### config.mk
export PLATFORM = sky130hd
export DESIGN_NAME = fft_bf_sched_flat
export DESIGN_NICKNAME = d
export VERILOG_FILES = /design/src/rtl/fft_bf_sched_if.sv /design/src/rtl/fft_bf_sched.sv /design/src/flat_wrapper.sv
export SDC_FILE = /design/constraint.sdc
export NUM_CORES = 1
export LEC_CHECK = 0
export CAP_MARGIN = 30
export CELL_PAD_IN_SITES_DETAIL_PLACEMENT = 0
export CELL_PAD_IN_SITES_GLOBAL_PLACEMENT = 1
export CORE_ASPECT_RATIO = 1.4
export CORE_MARGIN = 3
export CORE_UTILIZATION = 47
export CTS_CLUSTER_SIZE = 30
export DETAILED_ROUTE_END_ITERATION = 7
export PLACE_DENSITY_LB_ADDON = 0.1
export SLEW_MARGIN = 0
export SYNTH_ARGS = -nofsm -noshare
export SYNTH_HDL_FRONTEND = slang
export SYNTH_SLANG_ARGS = --single-unit
### constraint.sdc
create_clock -name clk -period 5.2 [get_ports clk]
set_input_delay 1.04 -clock clk [delete_from_list [all_inputs] [get_ports clk]]
set_output_delay 1.04 -clock clk [all_outputs]
set_load 0.005 [all_outputs]
### src/rtl/fft_bf_sched_if.sv
// rtl/fft_bf_sched_if.sv - issue and write-back bus between the butterfly scheduler and butterfly unit
interface fft_bf_sched_if;
    logic       bf_valid;
    logic       bf_ready;
    logic [4:0] addr_a;
    logic [4:0] addr_b;
    logic [3:0] tw_idx;
    logic       wr_en;
    logic [4:0] wr_addr_a;
    logic [4:0] wr_addr_b;

    modport master (
        output bf_valid, addr_a, addr_b, tw_idx, wr_en, wr_addr_a, wr_addr_b,
        input  bf_ready
    );

    modport slave (
        input  bf_valid, addr_a, addr_b, tw_idx, wr_en, wr_addr_a, wr_addr_b,
        output bf_ready
    );
endinterface

### src/rtl/fft_bf_sched.sv
// rtl/fft_bf_sched.sv - 32-point radix-2 DIT FFT butterfly issue and write-back scheduler
module fft_bf_sched #(
    parameter int BF_LAT = 3
) (
    input  logic           clk,
    input  logic           rst,
    input  logic           start,
    input  logic           abort,
    fft_bf_sched_if.master bf,
    output logic [2:0]     stage,
    output logic           busy,
    output logic           done
);
    typedef enum logic [1:0] {IDLE, ISSUE, DRAIN, FINISH} state_t;

    // Operand addresses and twiddle index for butterfly kk of stage s, packed {a, b, tw}.
    function automatic logic [13:0] bf_map(input logic [2:0] s, input logic [3:0] kk);
        logic [4:0] span;
        logic [4:0] pos;
        logic [4:0] grp;
        logic [4:0] a;
        logic [4:0] b;
        logic [3:0] tw;
        span = 5'd1 << s;
        pos  = {1'b0, kk} & (span - 5'd1);
        grp  = {1'b0, kk} >> s;
        a    = (grp << (s + 3'd1)) | pos;
        b    = a + span;
        tw   = pos[3:0] << (3'd4 - s);
        return {a, b, tw};
    endfunction

    state_t     state;
    logic [3:0] k;
    logic       bf_valid_q;
    logic [4:0] addr_a_q;
    logic [4:0] addr_b_q;
    logic [3:0] tw_q;

    // Write-back pipeline: entry 0 is loaded at the accept edge, entry BF_LAT-1 drives wr_en.
    logic [BF_LAT-1:0]      pipe_v;
    logic [BF_LAT-1:0]      pipe_last;
    logic [BF_LAT-1:0][4:0] pipe_a;
    logic [BF_LAT-1:0][4:0] pipe_b;
    logic [BF_LAT-1:0]      v_next;
    logic [BF_LAT-1:0]      last_next;
    logic [BF_LAT-1:0][4:0] a_next;
    logic [BF_LAT-1:0][4:0] b_next;

    logic       accept;
    logic       last_wr;
    logic [4:0] nk_a;
    logic [4:0] nk_b;
    logic [3:0] nk_tw;
    logic [4:0] ns_a;
    logic [4:0] ns_b;
    logic [3:0] ns_tw;

    assign accept  = bf_valid_q & bf.bf_ready;
    assign last_wr = pipe_v[BF_LAT-1] & pipe_last[BF_LAT-1];

    // Next butterfly within this stage, and first butterfly of the following stage.
    assign {nk_a, nk_b, nk_tw} = bf_map(stage, k + 4'd1);
    assign {ns_a, ns_b, ns_tw} = bf_map(stage + 3'd1, 4'd0);

    assign bf.bf_valid  = bf_valid_q;
    assign bf.addr_a    = addr_a_q;
    assign bf.addr_b    = addr_b_q;
    assign bf.tw_idx    = tw_q;
    assign bf.wr_en     = pipe_v[BF_LAT-1];
    assign bf.wr_addr_a = pipe_a[BF_LAT-1];
    assign bf.wr_addr_b = pipe_b[BF_LAT-1];

    if (BF_LAT == 1) begin : g_lat1
        assign v_next    = accept;
        assign last_next = (k == 4'd15);
        assign a_next    = addr_a_q;
        assign b_next    = addr_b_q;
    end else begin : g_latn
        assign v_next    = {pipe_v[BF_LAT-2:0], accept};
        assign last_next = {pipe_last[BF_LAT-2:0], (k == 4'd15)};
        assign a_next    = {pipe_a[BF_LAT-2:0], addr_a_q};
        assign b_next    = {pipe_b[BF_LAT-2:0], addr_b_q};
    end

    // Butterfly pipeline tracker: shifts every cycle regardless of bf_ready; abort squashes it.
    always_ff @(posedge clk or posedge rst) begin
        if (rst) begin
            pipe_v    <= '0;
            pipe_last <= '0;
            pipe_a    <= '0;
            pipe_b    <= '0;
        end else begin
            pipe_v    <= abort ? '0 : v_next;
            pipe_last <= last_next;
            pipe_a    <= a_next;
            pipe_b    <= b_next;
        end
    end

    // Stage/butterfly sequencer with registered issue outputs and status.
    always_ff @(posedge clk or posedge rst) begin
        if (rst) begin
            state      <= IDLE;
            k          <= 4'd0;
            stage      <= 3'd0;
            busy       <= 1'b0;
            done       <= 1'b0;
            bf_valid_q <= 1'b0;
            addr_a_q   <= 5'd0;
            addr_b_q   <= 5'd0;
            tw_q       <= 4'd0;
        end else if (abort) begin
            state      <= IDLE;
            k          <= 4'd0;
            stage      <= 3'd0;
            busy       <= 1'b0;
            done       <= 1'b0;
            bf_valid_q <= 1'b0;
            addr_a_q   <= 5'd0;
            addr_b_q   <= 5'd0;
            tw_q       <= 4'd0;
        end else begin
            done <= 1'b0;
            case (state)
                IDLE: begin
                    if (start) begin
                        state      <= ISSUE;
                        stage      <= 3'd0;
                        k          <= 4'd0;
                        busy       <= 1'b1;
                        bf_valid_q <= 1'b1;
                        addr_a_q   <= 5'd0;
                        addr_b_q   <= 5'd1;
                        tw_q       <= 4'd0;
                    end
                end
                ISSUE: begin
                    if (accept) begin
                        if (k == 4'd15) begin
                            state      <= DRAIN;
                            bf_valid_q <= 1'b0;
                        end else begin
                            k        <= k + 4'd1;
                            addr_a_q <= nk_a;
                            addr_b_q <= nk_b;
                            tw_q     <= nk_tw;
                        end
                    end
                end
                DRAIN: begin
                    // Wait for the stage's last write so the next stage never reads stale data.
                    if (last_wr) begin
                        if (stage == 3'd4) begin
                            state <= FINISH;
                            done  <= 1'b1;
                            busy  <= 1'b0;
                        end else begin
                            state      <= ISSUE;
                            stage      <= stage + 3'd1;
                            k          <= 4'd0;
                            bf_valid_q <= 1'b1;
                            addr_a_q   <= ns_a;
                            addr_b_q   <= ns_b;
                            tw_q       <= ns_tw;
                        end
                    end
                end
                FINISH: begin
                    state <= IDLE;
                end
                default: begin
                    state <= IDLE;
                end
            endcase
        end
    end
endmodule

### src/flat_wrapper.sv
// flat-port wrapper written by rule: the top's interface ports become plain ports
module fft_bf_sched_flat 
#(
    parameter int BF_LAT = 3
)
  (clk, rst, start, abort, stage, busy, done, bf_bf_valid, bf_addr_a, bf_addr_b, bf_tw_idx, bf_wr_en, bf_wr_addr_a, bf_wr_addr_b, bf_bf_ready);
  fft_bf_sched_if bf_i ();
  input  logic clk;
  input  logic rst;
  input  logic start;
  input  logic abort;
  output logic [2:0] stage;
  output logic busy;
  output logic done;
  output wire logic [$bits(bf_i.bf_valid)-1:0] bf_bf_valid;
  output wire logic [$bits(bf_i.addr_a)-1:0] bf_addr_a;
  output wire logic [$bits(bf_i.addr_b)-1:0] bf_addr_b;
  output wire logic [$bits(bf_i.tw_idx)-1:0] bf_tw_idx;
  output wire logic [$bits(bf_i.wr_en)-1:0] bf_wr_en;
  output wire logic [$bits(bf_i.wr_addr_a)-1:0] bf_wr_addr_a;
  output wire logic [$bits(bf_i.wr_addr_b)-1:0] bf_wr_addr_b;
  input wire logic [$bits(bf_i.bf_ready)-1:0] bf_bf_ready;
  assign bf_bf_valid = bf_i.bf_valid;
  assign bf_addr_a = bf_i.addr_a;
  assign bf_addr_b = bf_i.addr_b;
  assign bf_tw_idx = bf_i.tw_idx;
  assign bf_wr_en = bf_i.wr_en;
  assign bf_wr_addr_a = bf_i.wr_addr_a;
  assign bf_wr_addr_b = bf_i.wr_addr_b;
  assign bf_i.bf_ready = bf_bf_ready;
  fft_bf_sched #(.BF_LAT(BF_LAT)) u_core (.clk(clk), .rst(rst), .start(start), .abort(abort), .bf(bf_i), .stage(stage), .busy(busy), .done(done));
endmodule
* Word level (Yosys, flattened, before mapping)
Index checks and enable logic that the tools add are counted.
** Operators by class
- Add/subtract/negate cells :: 8
- Equality and inequality tests :: 12
- Shift-type cells :: 8
- Muxes and demuxes :: 55
- Bitwise gates (word level) :: 4
- Reduce and logical (&&, ||, !) cells :: 8
** Operators with widths (count)
- $mux W5 :: 12
- $mux W4 :: 11
- $pmux W5 S3 :: 2
- $pmux W4 S3 :: 2
- $mux W3 :: 5
- $mux W1 :: 13
- $mux W2 :: 6
- $ne A3 B2 Y1 const B :: 4
- $reduce_and A4 Y1 :: 3
- $reduce_and A6 Y1 :: 2
- $add A5 B5 Y5 :: 2
- $shl A1 B3 Y5 const A :: 2
- $shl A5 B3 Y5 :: 2
- $ne A3 B3 Y1 const B :: 3
- $pmux W2 S4 :: 1
- $add A3 B1 Y3 const B :: 2
- $pmux W3 S2 :: 1
- $sub A3 B3 Y3 const A :: 2
- $and A4 B5 Y5 :: 1
- $or A5 B5 Y5 :: 1
- $shr A1 B3 Y5 const A :: 1
- $shr A4 B3 Y5 :: 1
- $sub A5 B1 Y5 const B :: 1
- $add A4 B1 Y4 const B :: 1
- 12 further kinds :: 14
** Word-level totals
- Register bits after elaboration :: 62
- Input bits :: 5
- Output and inout bits :: 31
- Word-level logic and storage cells :: 112

* Longest topological paths before layout
- Depth in word-level cells :: 9
- Mapped depth :: 15
- Mapped depth without buffers :: 14

* Worst setup path after synthesis
OpenSTA, ideal clock, no wires.
- Path kind :: flip-flop to flip-flop
- From :: register u_core.stage[0]
- To :: register u_core.addr_b_q[4] (netlist: u_core.bf.addr_b[4])
- Setup time :: 0.127 ns
- Arrival :: 3.077 ns
- Required time :: 5.073 ns
- Slack :: 1.996 ns
- Stages on the path, launching flop included :: 16
- Path buffers :: 1
- Clock period less this slack :: 3.204 ns
- Cells stage by stage :: dfrtp_1 > clkbuf_1 > inv_1 > ha_1 > ha_1 > inv_1 > ha_1 > xnor2_1 > nor2b_1 > a311o_1 > ha_1 > a21o_1 > a21oi_1 > xnor2_1 > a211oi_1 > nand3b_1
** On the way
- Longest elaborated chain between the ends :: 9
- Elaborated cells between the ends (all ways) :: 22
- Those cells by class :: 5 x add/sub; 2 x eq/ne; 6 x shift; 6 x mux; 2 x bitwise; 1 x reduce/logical
** Ends and longest elaborated chain
- start, declared :: line fft_bf_sched.sv:10 : output logic [2:0] stage,
- start signal, assigned :: line fft_bf_sched.sv:160 : stage <= stage + 3'd1;
- parallel branches: the longest is 9 deep, another holds $add A5 B5 Y5
- end signal, assigned :: line fft_bf_sched.sv:146 : addr_b_q <= nk_b;
- end signal, assigned :: line fft_bf_sched.sv:164 : addr_b_q <= ns_b;
- end, declared :: line fft_bf_sched.sv:37 : logic [4:0] addr_b_q;
Parallel ways; which one is timed is not known. The select of a mux whose other input is x is not followed.
A chain may end at the register's enable or synchronous reset.

* Final worst setup path
Same ends and word-level chain as after synthesis.

==> impl_metrics.py <==
metrics = {
    "drt": {
        "dr.pass1.iters": 4,
        "route.detailed.drc": 0,
        "wire_per_inst_um": 16.1,
        "vias": 1979,
        "drtIter0Drc": 126,
        "ant_nets": 0,
        "totalWireLength_mm": 5.85,
        "viasPerCell": 5.45,
    },
    "timing": {
        "setup_viol": 0,
        "clock_skew_ps": 11.8,
        "fin_crit_sh": 0.701,
        "tns_ps": 0,
        "slew_headroom": 0.372,
        "worst_slack_ps": 1560,
        "post-route-min-period_ps": 3640,
        "max_freq_mhz": 275,
        "hold_violations": 0,
        "slew_violations": 0,
        "rsz0062_at_grt": "no",
        "tightest_slew_ps": 943,
    },
    "pwr": {
        "power.density_mw_per_mm2": 435,
        "combinationalPowerShare": 0.361,
        "seqPwrFrac": 0.401,
        "p_clk_frac": 0.238,
        "p_switching_w": 0.000538,
        "cellLeakagePower_nw": 1.63,
        "ir_worst_vdd_mv": 0.316,
        "p_int_w": 0.000950,
        "p_sw_frac": 0.361,
    },
    "placement": {
        "preCtsSetupSlack_ps": 1460,
        "post-dp-hpwl_mm": 4.22,
        "portBuffers": 35,
        "place.gp.congestion": 0.879,
    },
    "setup_path": {
        "crit_chain": "inv_1 -> ha_1 -> ha_1 -> inv_1 -> ha_1 -> xnor2_1 -> nor2b_1 -> a311o_1 -> ha_1 -> a21o_1 -> a21oi_1 -> xnor2_1 -> a211oi_1 -> nand3b_1",
        "cp_num_buf_inv": 2,
        "path_depth": 14,
        "worstSetupStartpointType": "flip-flop",
        "ff2ff_path_depth": 14,
        "cp_top_family": "adder cells",
        "r2r_slack_ps": 1560,
        "cp.required_ps": 5470,
        "end_kind": "flip-flop",
        "cpMaxStageDelayCell": "dfrtp_1",
        "r2r_start": "u_core.stage[0]$_DFFE_PP0P_",
        "critPathMaxStageDelay_ps": 740,
        "path_max_fanout": 19,
        "crit_top_cell": "ha_1",
        "crit_type": "flip-flop to flip-flop",
        "arrival_ps": 3910,
        "worstSetupStartpoint": "u_core.stage[0]$_DFFE_PP0P_",
        "r2r_end": "u_core.bf.addr_b[4]$_DFFE_PP0P_",
    },
    "run_status": {
        "status": "complete, no violations",
    },
    "synthesis": {
        "ys.flop_type": "dfrtp_1",
        "async_flop_share": 1.00,
        "yosys_warnings": 0,
        "ys_seq_elements": 62,
        "synth.avg_cell_area_um2": 11.2,
        "syn_area_mm2": 0.00295,
        "synthDistinctLibCells": 51,
        "netlist.area_leader.share": 0.526,
        "synth_common_cells": "dfrtp_1, nand2_1, ha_1, a21oi_1, inv_1",
        "synth-edff-count": 0,
        "yosys.area.top_type": "dfrtp_1",
        "syn_nets": 290,
        "netlist_instances": 264,
        "ys_seq_area_frac": 0.526,
        "synth_area_leaders": "dfrtp_1, ha_1, nand2_1, buf_4, a22o_1",
        "yosysMostFrequentCell": "dfrtp_1",
    },
    "clocking": {
        "h-tree-depth": 3,
        "clk_latency_ps": 340,
        "cts_sinks": 62,
        "clk_pin_slew_ps": 70,
        "tritoncts": "yes",
        "numCtsBuffers": 9,
        "cts_root_buf": "clkbuf_8",
        "cts_resized": 0,
        "cts_setup_buffers": 0,
        "cts_buffer_depth": 2,
        "cts_hold_buffers": 0,
    },
    "die": {
        "dieHeight_um": 99.8,
        "fp.dieArea_mm2": 0.00728,
        "start_util": 0.493,
        "coreArea_mm2": 0.00599,
        "die_x_um": 73.0,
        "core.rowCount": 33,
        "io_pins": 36,
    },
    "final_layout": {
        "syn_to_final_growth_pct": 15.8,
        "drive_gt1_frac": 0.0785,
        "n_fill_cell": 537,
        "diodes": 0,
        "nNetsFinal": 316,
    },
    "grt": {
        "grt_pass1_wl_mm": 9.80,
        "grt-ovfl-total": 0,
        "track_usage": 0.178,
        "grt_pass1_vias": 1982,
        "antenna_found_initial": 0,
        "grt_max_degree": 63,
    },
    "hold_path": {
        "worstHoldStart": "u_core.b_next[8]$_DFF_PP0_",
        "hp-class": "flip-flop to flip-flop",
        "holdPathStages": 0,
        "min_to": "u_core.b_next[13]$_DFF_PP0_",
    },
    "run": {
        "max_cap_violations": 0,
    },
}
how the worst max path moves through the flow:
stage / slack, ps / endpoint
finish: 1560 / u_core.bf.addr_b[4]$_DFFE_PP0P_
global route: 1290 / u_core.bf.addr_b[4]$_DFFE_PP0P_
CTS: 1570 / u_core.bf.addr_b[4]$_DFFE_PP0P_
detailed placement: 1460 / u_core.k[3]$_DFFE_PP0P_
global placement: 1520 / u_core.k[3]$_DFFE_PP0P_
floorplan: 2000 / u_core.bf.addr_b[4]$_DFFE_PP0P_
registers in the layout, indices dropped and copies added, names as in the netlist, 2 cells and up:
register / cells
u_core.a_next: 10
u_core.b_next: 10
u_core.bf.addr_a: 5
u_core.bf.addr_b: 5
u_core.bf.tw_idx: 4
u_core.bf.wr_addr_a: 5
u_core.bf.wr_addr_b: 5
u_core.k: 4
u_core.pipe_last: 3
u_core.pipe_v: 3
u_core.stage: 3
u_core.state: 2
per-layer routing:
metal  global-route usage  part of all wire
met1                0.223              0.45
met2                0.293              0.50
met3               0.0303             0.033
met4               0.0895             0.021
met5                    0                 0
power groups by stage:
stage          Sequential, W  Combinational [W]  Clock (W)
3_5_place_dp        0.000607           0.000541          0
3_3_place_gp        0.000605           0.000532          0
4_1_cts             0.000598           0.000544   0.000368
2_1_floorplan       0.000589           0.000420          0
5_1_grt             0.000608           0.000602   0.000389
6_report            0.000597           0.000537   0.000355
area by class of cell:
cell class | count | area, µm² | area share
Tap cell | 70 | 87.6 | 0.0256
Timing Repair Buffer | 36 | 358 | 0.105
Inverter | 12 | 45.0 | 0.0132
Multi-Input combinational cell | 169 | 1210 | 0.355
Sequential cell | 62 | 1550 | 0.454
Clock inverter | 4 | 25.0 | 0.00732
Clock buffer | 10 | 138 | 0.0403
through the flow:
stage	hold slack [ps]	cell area, µm²	total power (W)	instances	util
5_1_grt	356	3420	0.00160	363	0.571
4_1_cts	350	3420	0.00151	363	0.571
6_report	348	3420	0.00149	363	0.571
2_1_floorplan	331	2950	0.00101	264	-
3_5_place_dp	335	3250	0.00115	349	0.544
3_3_place_gp	333	3250	0.00114	349	0.544
cell families after synthesis:
family / Yosys count / synth area share
compound gates: 66 / 0.162
mux: 2 / 0.00678
simple gates: 72 / 0.127
fa+ha+maj: 21 / 0.0916
xor+xnor: 8 / 0.0237
buf+inv: 33 / 0.0636
flops: 62 / 0.526
placed cells by master (no fill, tap or decap), drive strengths merged, types with 2 or more instances in the layout:
cell            n
dfrtp          62
clkdlybuf4s50  35
nand2          24
ha             20
o21ai          15
a21oi          12
inv            12
nor2           11
clkbuf         10
nor2b           8
a22o            8
xor2            5
a21o            5
o41ai           5
nand3           4
nand2b          4
o31ai           4
xnor2           3
nand4           3
nor3            3
o22ai           3
and2b           3
nor3b           2
nand3b          2
or3             2
a32oi           2
a211oi          2
mux2i           2
clkinvlp        2
clkinv          2
or3b            2
Power figures use the tool's default switching activity.
